## src/rtl/btn_reset_ctrl.sv

```systemverilog
// btn_reset_ctrl
//   Conditions the raw user button: two-flop synchroniser, debounce, and a
//   press classifier. Short taps become a one-cycle short_press on release,
//   a hold of LONG_CYCLES raises a one-cycle long_press, and a hold of
//   REBOOT_CYCLES with reboot_en set pulls boot_rst_n low until reset.
//
// Ports
//   clk48       in   system clock (48 MHz)
//   rst_n       in   asynchronous active-low reset
//   usr_btn     in   raw button pin, asynchronous, 0 = pressed
//   reboot_en   in   arms the reboot request on a sustained hold
//   btn_pressed out  debounced level, 1 = pressed
//   short_press out  one-cycle pulse on release of a hold shorter than LONG_CYCLES
//   long_press  out  one-cycle pulse when the hold reaches LONG_CYCLES
//   boot_rst_n  out  active-low reboot request, sticky until rst_n
module btn_reset_ctrl #(
   parameter int DEBOUNCE_CYCLES = 480000,
   parameter int LONG_CYCLES     = 48000000,
   parameter int REBOOT_CYCLES   = 144000000
) (
   input  logic clk48,
   input  logic rst_n,
   input  logic usr_btn,
   input  logic reboot_en,
   output logic btn_pressed,
   output logic short_press,
   output logic long_press,
   output logic boot_rst_n
);

   localparam int DW = $clog2(DEBOUNCE_CYCLES + 1);
   localparam int HW = $clog2(REBOOT_CYCLES + 1);

   localparam logic [DW-1:0] DEB_M1    = DW'(DEBOUNCE_CYCLES - 1);
   localparam logic [HW-1:0] LONG_M1   = HW'(LONG_CYCLES - 1);
   localparam logic [HW-1:0] REBOOT_M1 = HW'(REBOOT_CYCLES - 1);
   localparam logic [HW-1:0] REBOOT_SAT = HW'(REBOOT_CYCLES);

   typedef enum logic [1:0] {IDLE, HELD, LONG, REBOOT} state_t;

   logic          r_sync1, r_sync;
   logic [DW-1:0] r_deb_cnt;
   logic          r_btn;
   logic          w_cand;

   state_t        r_state, w_state_nxt;
   logic [HW-1:0] r_hold_cnt, w_hold_nxt;
   logic          r_short, w_short_nxt;
   logic          r_long, w_long_nxt;
   logic          r_boot_n, w_boot_nxt;

   // Synchroniser resets to the released level so a button held through
   // reset is re-debounced from scratch rather than seen instantly.
   always_ff @(posedge clk48 or negedge rst_n) begin
      if (!rst_n) begin
         r_sync1 <= 1'b1;
         r_sync  <= 1'b1;
      end else begin
         r_sync1 <= usr_btn;
         r_sync  <= r_sync1;
      end
   end

   assign w_cand = ~r_sync;

   // Counter runs only while the candidate level disagrees with the
   // accepted one; any agreement (a bounce back) restarts it.
   always_ff @(posedge clk48 or negedge rst_n) begin
      if (!rst_n) begin
         r_deb_cnt <= '0;
         r_btn     <= 1'b0;
      end else if (w_cand == r_btn) begin
         r_deb_cnt <= '0;
      end else if (r_deb_cnt == DEB_M1) begin
         r_btn     <= w_cand;
         r_deb_cnt <= '0;
      end else begin
         r_deb_cnt <= r_deb_cnt + 1'b1;
      end
   end

   always_ff @(posedge clk48 or negedge rst_n) begin
      if (!rst_n) begin
         r_state    <= IDLE;
         r_hold_cnt <= '0;
         r_short    <= 1'b0;
         r_long     <= 1'b0;
         r_boot_n   <= 1'b1;
      end else begin
         r_state    <= w_state_nxt;
         r_hold_cnt <= w_hold_nxt;
         r_short    <= w_short_nxt;
         r_long     <= w_long_nxt;
         r_boot_n   <= w_boot_nxt;
      end
   end

   // Pulses are registered on the transition edge, so each appears in the
   // first cycle of the destination state.
   always_comb begin
      w_state_nxt = r_state;
      w_hold_nxt  = r_hold_cnt;
      w_short_nxt = 1'b0;
      w_long_nxt  = 1'b0;
      w_boot_nxt  = r_boot_n;
      case (r_state)
         IDLE: begin
            if (r_btn) begin
               w_state_nxt = HELD;
               w_hold_nxt  = '0;
            end
         end
         HELD: begin
            // Release is checked first: a release coinciding with the long
            // threshold still counts as a short press.
            if (!r_btn) begin
               w_state_nxt = IDLE;
               w_short_nxt = 1'b1;
               w_hold_nxt  = '0;
            end else if (r_hold_cnt == LONG_M1) begin
               w_state_nxt = LONG;
               w_long_nxt  = 1'b1;
               w_hold_nxt  = r_hold_cnt + 1'b1;
            end else begin
               w_hold_nxt  = r_hold_cnt + 1'b1;
            end
         end
         LONG: begin
            if (!r_btn) begin
               w_state_nxt = IDLE;
               w_hold_nxt  = '0;
            end else begin
               if (r_hold_cnt != REBOOT_SAT) w_hold_nxt = r_hold_cnt + 1'b1;
               // Saturation lets a late reboot_en still trigger.
               if (r_hold_cnt >= REBOOT_M1 && reboot_en) begin
                  w_state_nxt = REBOOT;
                  w_boot_nxt  = 1'b0;
               end
            end
         end
         REBOOT: begin
            // Only rst_n leaves this state.
            w_boot_nxt = 1'b0;
         end
         default: begin
            w_state_nxt = IDLE;
            w_hold_nxt  = '0;
         end
      endcase
   end

   assign btn_pressed = r_btn;
   assign short_press = r_short;
   assign long_press  = r_long;
   assign boot_rst_n  = r_boot_n;

endmodule
```

## config.mk

```make
export PLATFORM = sky130hd
export DESIGN_NAME = btn_reset_ctrl
export DESIGN_NICKNAME = d
export VERILOG_FILES = /design/src/rtl/btn_reset_ctrl.sv
export SDC_FILE = /design/constraint.sdc
export NUM_CORES = 1
export LEC_CHECK = 0
export CAP_MARGIN = 20
export CORE_ASPECT_RATIO = 0.7
export CORE_UTILIZATION = 55
export CTS_CLUSTER_DIAMETER = 30
export DETAILED_ROUTE_END_ITERATION = 10
export PLACE_DENSITY = 0.75
export SLEW_MARGIN = 20
export SYNTH_ARGS = -nofsm -noshare
export SYNTH_HDL_FRONTEND = slang
export SYNTH_SLANG_ARGS = --single-unit
```

## constraint.sdc

```tcl
create_clock -name clk48 -period 2.15 [get_ports clk48]
set_clock_uncertainty 0.05 [all_clocks]
set_input_delay 0.43 -clock clk48 [delete_from_list [all_inputs] [get_ports clk48]]
set_output_delay 0.43 -clock clk48 [all_outputs]
set_load 0.005 [all_outputs]
```

======== After elaboration in Yosys (flattened, before gate mapping) ========
Cells that the tools add are included.
storage, ports and cells
  register bits ........................... 55
  output and inout bits ................... 4
cells by class
  $add $sub $neg .......................... 2
  magnitude comparators ................... 1
  equality and inequality tests ........... 13
  multiplexer cells ....................... 21
  bitwise gates (word level) .............. 2
  reductions and logical operators ........ 8
operators by type and width
  kind                   count
  $mux 28                4
  $pmux 28 s3            1
  $mux 19                2
  $add 28x1->28 const B  1
  $eq 28x26->1 const B   1
  $ge 28x28->1 const B   1
  $ne 28x28->1 const B   1
  $add 19x1->19 const B  1
  $eq 19x19->1 const B   1
  $mux 2                 5
  $ne 3x3->1 const B     3
  $mux 1                 7
  $ne 2x2->1 const B     3
  $pmux 2 s3             1
  $reduce_and 3->1       2
  $eq 2x2->1 const B     2
  $reduce_and 4->1       1
  $reduce_bool 3->1      1
  $eq 2x1->1 const B     1
  $logic_not 2->1        1
  $not 1->1              2
  $pmux 1 s2             1
  $reduce_and 2->1       1
  $reduce_bool 2->1      1
  other kinds (2)        2

======== Longest topological paths before layout ========
Gate-level depths: netlist of run 1.
  depth after elaboration ................. 5
  mapped depth ............................ 9
  gate-level depth less buffers ........... 7

======== Worst setup path before layout of run 1 ========
OpenSTA, ideal clock, no wires.
  kind .................................... register -> register
  start ................................... register r_hold_cnt[11]
  end ..................................... register r_hold_cnt[19]
  setup time .............................. 0.133 ns
  arrival time ............................ 2.151 ns
  required time ........................... 1.967 ns
  path slack .............................. -0.184 ns
  cell stages (with the launch flop) ...... 9
  path through ............................ dfrtp_1 -> buf_6 -> or4_1 -> or4_4 -> o31ai_4 -> or2_1 -> buf_4 -> buf_6 -> o31ai_1
between the ends
  cells in the longest elaborated chain, start to end .. 4
  elaborated cells between the ends (all ways) .. 8
  those cells by class .................... add/sub: 1; eq/ne: 2; mux: 4; reduce/logical: 1
RTL lines
  item                      line           source
  start: declaration        47             logic [HW-1:0] r_hold_cnt, w_hold_nxt;
  start signal: assignment  91             r_hold_cnt <= w_hold_nxt;
  $add 28x1->28             123, 125, 133
  $mux 28                   133            if (r_hold_cnt != REBOOT_SAT) w_hold_nxt = r_hold_cnt + 1'b1;
  $mux 28                   129            if (!r_btn) begin
  $pmux 28 s3               106            case (r_state)
Parallel ways exist; a longest one is shown, timed or not. The select of a mux whose other input is x is not followed.
A chain may end at the register's enable or synchronous reset.

======== Final worst setup path of run 1 ========
  start ................................... register r_hold_cnt[3]
  end ..................................... register r_hold_cnt[8]
The elaborated chain is that of the path after synthesis.

==> metrics.txt, run 1 <==
status=finished with violations; failing checks=negative setup slack; Syn Inst Count=348; die width=92.39 µm; GPL Wtd Cong=~0.86; largest net degree at the start of global routing=56; critical path class=flip-flop to flip-flop; post-synthesis sequential area ratio=43.87%; Critical Path Fanout Max=7; Comb power frac=2.5%; DR DRC count=0; worst hold path type=input pin to asynchronous set/reset pin; flops & latches, synth=55; ys flop type=dfrtp_1; Required @ worst endpoint=approximately 2.3 ns; dpl hpwl=~5600 µm; Final nets=approximately 400; Final Hold Viols=0; Peak Freq=around 430 MHz; Total Power=between 1.5 and 2 mW; first-pass GRT wire length=approximately 14,000 µm; Vias/cell=~6.3; Post-Route WL=8430 µm; CTS tree=built; IO buf count=7; Post-Syn Area=between 3000 and 4000 µm²; Cell Pwr Density=about 500 nW/µm²; CP peak stage delay=0.53 ns; crit path DAT=around 2.5 ns; Slew Viols, Final=0; WHS=0.03268 ns; Layout area overhead=23.91%; Cell Rows=22; Post-synth ARST share=between 90% and 100%; CP Capture Type=flip-flop; Pre-antenna DRT Iters=7; # fillers=around 380; CP Cell Sequence=or4_1 -> or4_4 -> o31ai_4 -> or2_4 -> buf_12 -> o41ai_1; endpoints failing setup=28; Worst path slowest cell=or4_1; YS warnings=0; Core Box Area=roughly 5400 µm²; initial core utilization=58.60%; Sw Share=between 20% and 30%; TritonCTS Buffers=5; Synth cell types=51; clk_lat worst skew=approximately 0.33 ns; Final ANT Viol Nets=0; peak supply drop=around 0.34 mV; WP buf/inv=1; max_cap viols=0; Tmin final=~2.3 ns; Final WS setup=-0.1724 ns; Pint=about 1.5 mW; clk slew on worst S/H paths=0.11 ns; # IOs=8; Final period util=108.0%; top cells by area, synth=dfrtp_1 (41%), o21ai_0 (4.9%), nor2_1 (4.2%), o31ai_1 (4.1%), nand3_1 (3.8%); CTS Hold Bufs=0; Leakage=around 1.6 nW; Rel. slew slack=about two thirds; critical path startpoint category=flip-flop; net count after synthesis=359; grt ovf=0; clock sinks=55; clock power share=a little over two fifths; initial antenna violation count=0; Post-Syn Area per Cell=9.039 µm²; Top Family by Delay on Critical Path=simple AND/OR/NAND/NOR gates; area leader, netlist=dfrtp_1; share of layout cells above drive strength 1=a little under a quarter; Vias=around 2.9k; switching pwr=418.0 µW; die height=65.27 µm; Antenna Cells=0; part of the power in registers=54.0%; DR WL/cell=between 15 and 20 µm; GR Util All Layers=between 20 and 30%; Max Root-Sink Buffers=2; Die ar.=between 6000 and 7000 µm²; root buf cell=clkbuf_8; share of the synthesized area in the top cell type=between 40% and 50%; number of global-route vias before repair=2,809; Slew @ Worst Pin=approximately 0.51 ns; EDFF count, synth=0; unrepaired setup endpoints after global routing=true; CTS H-tree lvls=2; drt initial violations=268
[cells in the mapped netlist (5+ instances only)]
cell,instances
and3_1,8
nand4_1,11
o31ai_1,17
ha_1,7
nor2_1,35
nor3_1,9
nand3_1,24
nand2_1,23
o21ai_2,5
inv_1,13
xor2_1,7
clkbuf_1,10
nand2b_1,5
dfrtp_1,52
a31oi_1,16
or4_1,5
o21ai_0,31
xnor2_1,11
nor2b_1,5
[through the flow]
stage | utilization, % | setup TNS [ns] | setup slack [ns] | cells | area, µm²
detailed placement | 67.06 | -5.055 | -0.2415 | 456 | 3600
CTS | 70.70 | -3.327 | -0.1635 | 467 | 3795
global route | 72.61 | -5.558 | -0.2226 | 469 | 3897
global placement | 67.06 | -3.888 | -0.1574 | 456 | 3600
floorplan | - | -3.540 | -0.1718 | 348 | 3153
finish | 72.61 | -3.919 | -0.1724 | 469 | 3897
[flip-flops by register name, indices dropped and copies added (netlist names)]
signal and count:
r_state 2, r_sync1 1, long_press 1, btn_pressed 1
r_sync 1, boot_rst_n 1, r_deb_cnt 19, short_press 1
r_hold_cnt 28
[what timing repair did]
action | 4_1_cts | 5_1_grt
resized for setup | 7 | 16
gates cloned | 1 | 1
setup buffers | 3 | 1
hold endpoints to repair | 0 | 0
pin swaps | 3 | 1
endpoints found under the setup margin | 31 | 37
[area by class of cell]
type                            count  area [µm²]  area share, %
Multi-Input combinational cell    262        1708          43.82
Sequential cell                    55        1380          35.41
Timing Repair Buffer               59       534.3          13.71
Tap cell                           72       90.09          2.311
Clock buffer                        5       68.82          1.766
Clock inverter                      3       67.56          1.734
Inverter                           13       48.80          1.252
[cell families (layout without fill, tap and decap cells)]
logic type / Yosys count / in the layout / synth area share (%)
flip-flops: 55 / 55 / 43.87
AO/OA/AOI/OAI: 89 / 89 / 18.74
adder cells (fa/ha/maj): 7 / 7 / 2.784
XOR/XNOR: 18 / 18 / 5.012
AND/OR/NAND/NOR: 148 / 148 / 24.94
buffers and inverters: 31 / 80 / 4.654
[power by group through the flow]
stage               combinational, mW  clock (mW)  sequential, mW
finish                         0.0481       0.844            1.05
global route                   0.0549       0.883            1.05
CTS                            0.0505       0.835            1.05
detailed placement             0.0503           0            1.07
global placement               0.0486           0            1.07
floorplan                      0.0119           0            1.07
[per-layer routing]
metal / global-route usage (%) / vias to the layer above / routed length (µm)
li1: - / 1368 / -
met1: 41.52 / 1412 / 3905
met2: 45.65 / 135 / 3676
met3: 9.259 / 19 / 733
met4: 7.422 / 0 / 116
met5: 0 / - / 0
[path summary, 6_finish.rpt]
check / start / endpoint / slack, ns / cells after the start
min in group clk48: r_sync1 / r_sync / 0.32 / 0
max: r_hold_cnt[3] / r_hold_cnt[8] / -0.17 / 6
min: rst_n / r_deb_cnt[5] / 0.03 / 2
max in group asynchronous: rst_n / r_sync1 / 1.72 / 2
min reg2reg: r_sync1 / r_sync / 0.32 / 0
max reg2reg: r_hold_cnt[3] / r_hold_cnt[8] / -0.17 / 6
[cells in the final DEF (no fill, tap or decap), types with 3 or more instances in the layout]
cell type	netlist	final
dfrtp_1	52	52
buf_4	1	46
nor2_1	35	35
o21ai_0	31	28
nand3_1	24	24
nand2_1	23	23
a31oi_1	16	16
inv_1	13	13
nand4_1	11	11
xnor2_1	11	11
and3_1	8	8
nor3_1	9	8
o31ai_1	17	8
o31ai_2	0	8
xor2_1	7	7
o21ai_2	5	6
ha_1	7	6
clkdlybuf4s50_1	0	6
nor2b_1	5	5
nand2b_1	5	5
o21ai_1	3	5
clkbuf_8	0	5
or4_1	5	4
and4_1	3	3
nor4_1	4	3
and2_1	3	3
o21a_1	3	3
o41ai_1	3	3
dfstp_2	3	3
buf_12	0	3
No activity file was read; power rests on OpenSTA's default activity.
==> run 2: changes to the inputs <==
- SLEW_MARGIN: 20 -> not set
==> results of run 2 <==
Final layout, timing and power as in run 1 (identical DEF).
